--- src/rtl/irq_pkg.sv ---
// Shared types and sizes for the eight-input interrupt controller.
package irq_pkg;

    localparam int NREQ = 8;
    localparam int IDW  = 3;

    typedef enum logic [1:0] {
        IDLE    = 2'd0,
        OFFER   = 2'd1,
        SERVICE = 2'd2
    } state_t;

endpackage

--- src/rtl/prio_pick8.sv ---
// Combinational highest-set-bit picker: 8-bit vector in, 3-bit code plus any flag out.
module prio_pick8
    import irq_pkg::*;
(
    input  logic [NREQ-1:0] i_vec,
    output logic [IDW-1:0]  o_code,
    output logic            o_any
);

    always_comb begin
        o_code = '0;
        o_any  = |i_vec;
        // Ascending scan so the highest-numbered set bit is the last to write.
        for (int i = 0; i < NREQ; i++) begin
            if (i_vec[i]) begin
                o_code = IDW'(i);
            end
        end
    end

endmodule

--- src/rtl/irq_ctrl8.sv ---
// Latched, maskable 8-input interrupt controller offering the highest-priority
// unmasked request on a valid/ready handshake and holding it until end-of-interrupt.
module irq_ctrl8
    import irq_pkg::*;
#(
    parameter int EDGE_TRIG = 1
)
(
    input  logic            clk,
    input  logic            rst_n,
    input  logic            en,
    input  logic [NREQ-1:0] req,
    input  logic            mask_wr,
    input  logic [NREQ-1:0] mask_din,
    output logic            irq_valid,
    output logic [IDW-1:0]  irq_id,
    input  logic            irq_ready,
    input  logic            eoi,
    output logic            busy,
    output logic            none,
    output logic [NREQ-1:0] pending
);

    state_t          r_state;
    state_t          w_state_nx;
    logic [NREQ-1:0] r_req_q;
    logic [NREQ-1:0] r_pending;
    logic [NREQ-1:0] r_mask;
    logic [IDW-1:0]  r_irq_id;
    logic [IDW-1:0]  w_id_nx;
    logic            w_accept;
    logic [NREQ-1:0] w_rise;
    logic [NREQ-1:0] w_set_vec;
    logic [NREQ-1:0] w_clr_vec;
    logic [NREQ-1:0] w_cand;
    logic [IDW-1:0]  w_pick;
    logic            w_any;

    assign w_rise    = req & ~r_req_q;
    assign w_set_vec = (EDGE_TRIG != 0) ? w_rise : req;
    assign w_cand    = r_pending & ~r_mask;
    // Set is OR-ed in after the clear so a same-cycle re-request survives the accept.
    assign w_clr_vec = w_accept ? (NREQ'(1) << r_irq_id) : '0;

    prio_pick8 u_pick (
        .i_vec  (w_cand),
        .o_code (w_pick),
        .o_any  (w_any)
    );

    always_comb begin
        w_state_nx = r_state;
        w_id_nx    = r_irq_id;
        w_accept   = 1'b0;
        case (r_state)
            IDLE: begin
                if (en && w_any) begin
                    w_state_nx = OFFER;
                    w_id_nx    = w_pick;
                end
            end
            OFFER: begin
                if (irq_ready) begin
                    w_accept   = 1'b1;
                    w_state_nx = SERVICE;
                end else if (!en) begin
                    w_state_nx = IDLE;
                end
            end
            SERVICE: begin
                if (eoi) begin
                    w_state_nx = IDLE;
                end
            end
            default: w_state_nx = IDLE;
        endcase
    end

    always_ff @(posedge clk) begin
        if (!rst_n) begin
            r_state   <= IDLE;
            r_req_q   <= '0;
            r_pending <= '0;
            r_mask    <= '1;
            r_irq_id  <= '0;
        end else begin
            r_state   <= w_state_nx;
            r_req_q   <= req;
            r_pending <= (r_pending & ~w_clr_vec) | w_set_vec;
            r_irq_id  <= w_id_nx;
            if (mask_wr) begin
                r_mask <= mask_din;
            end
        end
    end

    assign irq_valid = (r_state == OFFER);
    assign busy      = (r_state == SERVICE);
    assign none      = (r_state == IDLE) && !w_any;
    assign irq_id    = r_irq_id;
    assign pending   = r_pending;

endmodule

--- config.mk ---
export PLATFORM = sky130hd
export DESIGN_NAME = irq_ctrl8
export DESIGN_NICKNAME = d
export VERILOG_FILES = /design/src/rtl/irq_pkg.sv /design/src/rtl/prio_pick8.sv /design/src/rtl/irq_ctrl8.sv
export SDC_FILE = /design/constraint.sdc
export NUM_CORES = 1
export LEC_CHECK = 0
export CORE_MARGIN = 2
export CORE_UTILIZATION = 41
export DETAILED_ROUTE_END_ITERATION = 8
export GPL_TIMING_DRIVEN = 0
export PLACE_DENSITY = 0.74
export SYNTH_ARGS = -nofsm -noshare
export SYNTH_HDL_FRONTEND = slang
export SYNTH_SLANG_ARGS = --single-unit
export TNS_END_PERCENT = 5
--- constraint.sdc ---
create_clock -name clk -period 1.17 [get_ports clk]
set_clock_uncertainty 0.2 [all_clocks]
set_input_delay 0.1755 -clock clk [delete_from_list [all_inputs] [get_ports clk]]
set_output_delay 0.1755 -clock clk [all_outputs]
set_load 0.01 [all_outputs]
* Word level (Yosys, flattened, before mapping) *
Cells that the tools add are included.

storage, ports and cells
  register bits = 29
  latch bits = 0
  memory bits (writable) = 0
  bits in read-only memories = 0
  input bits = 22
  output and inout bits = 14
  memories = 0

cells by class
  add/subtract/negate cells = 0
  multipliers = 0
  div/mod/pow operators = 0
  $lt $le $gt $ge = 0
  eq/ne operators = 5
  shift operators = 1
  muxes and demuxes = 15
  bitwise operators = 7
  reduce and logical (&&, ||, !) cells = 7

operator list
  kind                 number
  $and 8x8->8          3
  $not 8->8            3
  $mux 2               6
  $mux 3               4
  $mux 8               1
  $or 8x8->8           1
  $reduce_or 8->1      1
  $shl 1x3->8 const A  1
  $pmux 2 s3           1
  $ne 2x2->1 const B   2
  $mux 1               3
  $ne 3x2->1 const B   1
  $reduce_and 3->1     1
  $eq 2x1->1 const B   1
  $eq 2x2->1 const B   1
  $logic_and 1x1->1    2
  $logic_not 2->1      1
  $reduce_and 2->1     1
  $logic_not 1->1      1

* Depth between registers and ports, before layout *
  word-level depth = 9
  gate-level depth with buffers = 4
  depth with buffers taken out = 4

* By module *
A second synthesis with hierarchy kept.

unflattened totals
  cell total of the unflattened synthesis = 126
  area, all modules = 1139.8 um^2

modules (own cells, without submodules)
  module      instances  cells an instance  area each (um^2)  seq. area each (um^2)
  irq_ctrl8   1          114                1073.5            580.6
  prio_pick8  1          12                 66.3              0.0

* Least setup slack after synthesis *
No wires, ideal clock.

  kind = reg-to-output
  start = reg r_pending[2] (netlist: pending[2])
  end = out none
  arrival = 1031 ps
  data required time = 794 ps
  setup slack = -236 ps
  cell stages (with the launch flop) = 4
  buffers on the path = 0
  cells stage by stage = dfxtp_1 > nor2b_2 > nand4b_4 > nor4_1

on the way
  cells in the longest elaborated chain, start to end = 4

RTL lines
  item                    RTL line          RTL
  start, declared         irq_ctrl8.sv:27   logic [NREQ-1:0] r_pending;
  start signal, assigned  irq_ctrl8.sv:89   r_pending <= (r_pending & ~w_clr_vec) | w_set_vec;
  $and 8x8->8             irq_ctrl8.sv:41   assign w_cand = r_pending & ~r_mask;
  $reduce_or 8->1         prio_pick8.sv:12  o_any = |i_vec;
  $logic_not 1->1         irq_ctrl8.sv:99   assign none = (r_state == IDLE) && !w_any;
  $logic_and 1x1->1       irq_ctrl8.sv:99
  end, declared           irq_ctrl8.sv:20   output logic none,

No other way between the ends.

* Final worst setup path *
Same ends and word-level chain as after synthesis.

==> impl.org <==
** Run status
- The run finished, with violations left.
- The final reports fail on negative setup slack.

** Place
- Placed wire-length estimate :: between 2000 and 2500 um
- OpenSTA, run right after detailed placement, puts the worst setup slack at -0.672 ns.
- Global placement routability congestion :: 0.749
- Buffers placed on the I/O ports in this run total 34.

** Setup path
- Terminus of the critical flop-to-flop path :: irq_id[1]$_SDFFE_PN0P_
- Critical Path Start Type :: flop
- Kind of end point of the critical path :: output pin
- For the worst flop-to-flop path, the logic depth is 5.
- CP max stage delay :: ~0.34 ns
- Type of the worst setup path :: flop to output pin
- In this run the critical register-to-register path is launched from pending[2]$_SDFF_PN0_.
- Slowest stage cell on the critical path :: sky130_fd_sc_hd__dfxtp_2
- Walking the worst path, the cells encountered are nor2b_4, nand4b_4, nor4_4, buf_2.
- The worst register-to-register path has a setup slack of -0.30 ns.
- Critical path data arrival time :: 1.28 ns
- Critical path required time :: ~0.79 ns
- Critical path fanouts, max :: 3

** Floorplan
- The floorplan step defined a die boundary enclosing 0.00342 mm2.
- Measured along the x axis, the die boundary spans between 50 and 60 um.
- The region available for standard cell placement spans between 0.002 and 0.003 mm2.
- After floorplanning, the core was divided into 19 placement rows.
- Measured along the y axis, the die boundary spans about 58 um.
- The initial utilization of the core area, before any placement, comes to 43.8%.
- During I/O placement, the number of pins put on the boundary was 36.

** Detailed routing
- The routed design uses approximately 1600 um of met2 wire.
- Detailed routing inserted a total of ~1100 vias.
- Uppermost layer routed :: met4
- Vias per cell :: 5.30
- In this run the remaining antenna-violating nets after routing total 0.
- After the first detailed-routing iteration, the DRC count stood at 31.
- Routed wl met3 :: 161 um
- Routed wire length per instance :: approximately 15 um
- Sum of routed wire length over all layers :: 3090 um
- For this block, wires on met1 add up to 1250 um.
- The first detailed-routing pass ran for 4 iterations.
- After detailed routing, the number of remaining DRC violations is 0.

** Power and ir drop
- Power spread over the standard cell area amounts to 1240 mW/mm2.
- Static leakage :: around 0.77 nW
- Power consumption :: around 2.3 mW
- VDD sags by at most roughly 1.2 mV.

** Synth
- Cell count after synthesis :: ~120
- Yosys printed 0 warnings.
- Most area-consuming cells after synthesis :: sky130_fd_sc_hd__dfxtp_1 48%, sky130_fd_sc_hd__nand2b_1 7.7%, sky130_fd_sc_hd__mux2i_1 7.4%
- Summing the sequential cell areas from Yosys gives between 40 and 50% of the chip area.
- Cell area after technology mapping :: roughly 0.0012 mm2
- Fraction of synthesis flops using an asynchronous set or reset pin :: 0%
- After synthesis, the mean cell area works out to 9.82 um2.
- Post-synth top area cell :: sky130_fd_sc_hd__dfxtp_1
- Synthesis inferred 29 register bits.
- The netlist uses 31 different library cells.
- Post-synth EDFFs :: 0
- The share of synthesized area in the top cell type comes to between 40% and 50%.
- Dominant register cell in the synthesized netlist :: sky130_fd_sc_hd__dfxtp_1
- Net Count, Synth :: around 150

** STA
- The number of failing hold endpoints at the final stage was 0.
- Timing would allow up to 603 MHz.
- Worst Setup Slack, final :: -0.489 ns
- Minimum period implied by the final worst setup slack :: 1.66 ns
- Setup repair after global routing could not meet its margin everywhere.
- After routing, the total negative slack on setup checks comes to -3.45 ns.
- Pin slew with the least headroom to its limit :: 0.295 ns
- Headroom to the max-slew limit came out at between 80% and 90%.
- Setup-failing EPs final :: 26
- In the finished design, the share of the clock period the worst path needs comes to 142%.
- Worst hold slack :: a little over 0.05 ns
- Count of pins over their slew limit :: 0

** Final layout
- Proportion of layout cells with a drive suffix above 1 :: 39.8%
- The number of antenna diodes in the final layout is 0.
- At the end of the flow, the number of nets in the layout was between 150 and 200.
- The area growth from synthesis to layout is 50.8%.
- Commonest cells after routing, fill and taps aside :: 20 x sky130_fd_sc_hd__clkdlybuf4s50_1, 12 x sky130_fd_sc_hd__nand2b_1, 12 x sky130_fd_sc_hd__dfxtp_4
- The library cell used most frequently in the layout, excluding fill and tap cells, is sky130_fd_sc_hd__clkdlybuf4s50_1.
- Layout filler cell count :: between 200 and 250
- Share of the core filled with cells in the final layout :: roughly two thirds

** Job
- Max-cap violations in this run came to 0.

** Clock tree
- Clock-pin slew was measured on the worst setup and hold paths at 0.09 ns.
- The H-tree was split into 2 levels.
- The number of hold buffers added after CTS was 0.
- Root Buffer Master :: sky130_fd_sc_hd__clkbuf_4
- Sinks on Clock Net :: 29
- Worst skew pair latency :: around 0.33 ns
- CTS Buffer Depth :: 2
- Clock tree from TritonCTS :: built
- TritonCTS created 5 clock buffers.

** Global route
- The number of global-route vias before repair is roughly 1100.
- Global routing used between 20% and 30% of the available tracks.
- The number of antenna violations at the first check in global routing came to 0.
- Remaining global-route overflow :: 0
- Entering global routing, the biggest net connects 11 pins.
- The first global-routing pass estimated 5090 um of wire.

** Worst hold path
- The startpoint identified for the worst hold timing path is mask_wr.
- Destination of the worst hold path :: r_mask[5]$_SDFFE_PN1P_
- Counting instances, the worst hold path has a depth of 3.
- The min-delay analysis places its worst path in the category input port to flop.
sequential cells by signal, summed over array words and instances, names as in the netlist:
register,cells
pending,8
r_req_q,8
irq_id,3
r_state,2
r_mask,8
where the power goes:
group          internal (mW)  switching [mW]
Clock                  0.435           0.340
Sequential              1.04          0.0658
Combinational          0.236           0.151
metal layers:
layer	up-vias	GRT usage (%)
met5	-	0
met4	0	6.98
met3	6	8.57
met2	26	36.0
met1	515	22.1
li1	524	-
metrics by stage:
step | area, um2 | instances
6_report | 1840 | 202
5_1_grt | 1840 | 202
4_1_cts | 1800 | 202
3_5_place_dp | 1620 | 189
3_3_place_gp | 1620 | 189
2_1_floorplan | 1240 | 124
timing repair:
action	CTS	global route
setup endpoints to repair	37	36
pin swaps	6	0
resized for setup	95	16
cloned	0	0
endpoints found under the hold margin	0	0
setup buffers	6	0
layout make-up:
type,count,area (um2),share of cell area (%)
Tap cell,31,38.8,2.11
Clock inverter,2,35.0,1.91
Buffer,4,25.0,1.36
Sequential cell,29,633,34.5
Timing Repair Buffer,40,378,20.6
Clock buffer,5,37.5,2.04
Inverter,1,3.75,0.204
Multi-Input combinational cell,90,684,37.3
kinds of logic (layout without fill, tap and decap cells):
family                 after synthesis  after routing  share of synthesized area (%)
multiplexers                         9              9                           7.40
AO/OA/AOI/OAI                       27             27                           13.5
buffers and inverters                5             52                           1.85
AND/OR/NAND/NOR                     54             54                           29.6
flip-flops                          29             29                           47.7
cells in the mapped netlist, types with 2 or more instances:
library cell,instances
sky130_fd_sc_hd__buf_2,3
sky130_fd_sc_hd__nand2_1,11
sky130_fd_sc_hd__a21oi_1,8
sky130_fd_sc_hd__nor2_1,2
sky130_fd_sc_hd__dfxtp_1,29
sky130_fd_sc_hd__mux2i_1,9
sky130_fd_sc_hd__o21ai_0,9
sky130_fd_sc_hd__o31ai_1,3
sky130_fd_sc_hd__nor2b_1,4
sky130_fd_sc_hd__nand2b_2,3
sky130_fd_sc_hd__and2_1,9
sky130_fd_sc_hd__nand2b_1,15
critical path, delay by kind of cell, from the launching register on:
family	cells	cell delay, ns
buf+inv	1	0.16
flops	1	0.34
simple gates	3	0.46
worst max path at each step:
stage	start	endpoint	slack, ns
floorplan	pending[2]$_SDFF_PN0_	irq_id[2]$_SDFFE_PN0P_	-0.12
global placement	r_mask[5]$_SDFFE_PN1P_	none	-0.67
detailed placement	r_mask[5]$_SDFFE_PN1P_	none	-0.67
CTS	r_mask[4]$_SDFFE_PN1P_	none	-0.49
global route	r_mask[6]$_SDFFE_PN1P_	none	-0.59
finish	pending[2]$_SDFF_PN0_	none	-0.49
Power figures use the tool's default switching activity.
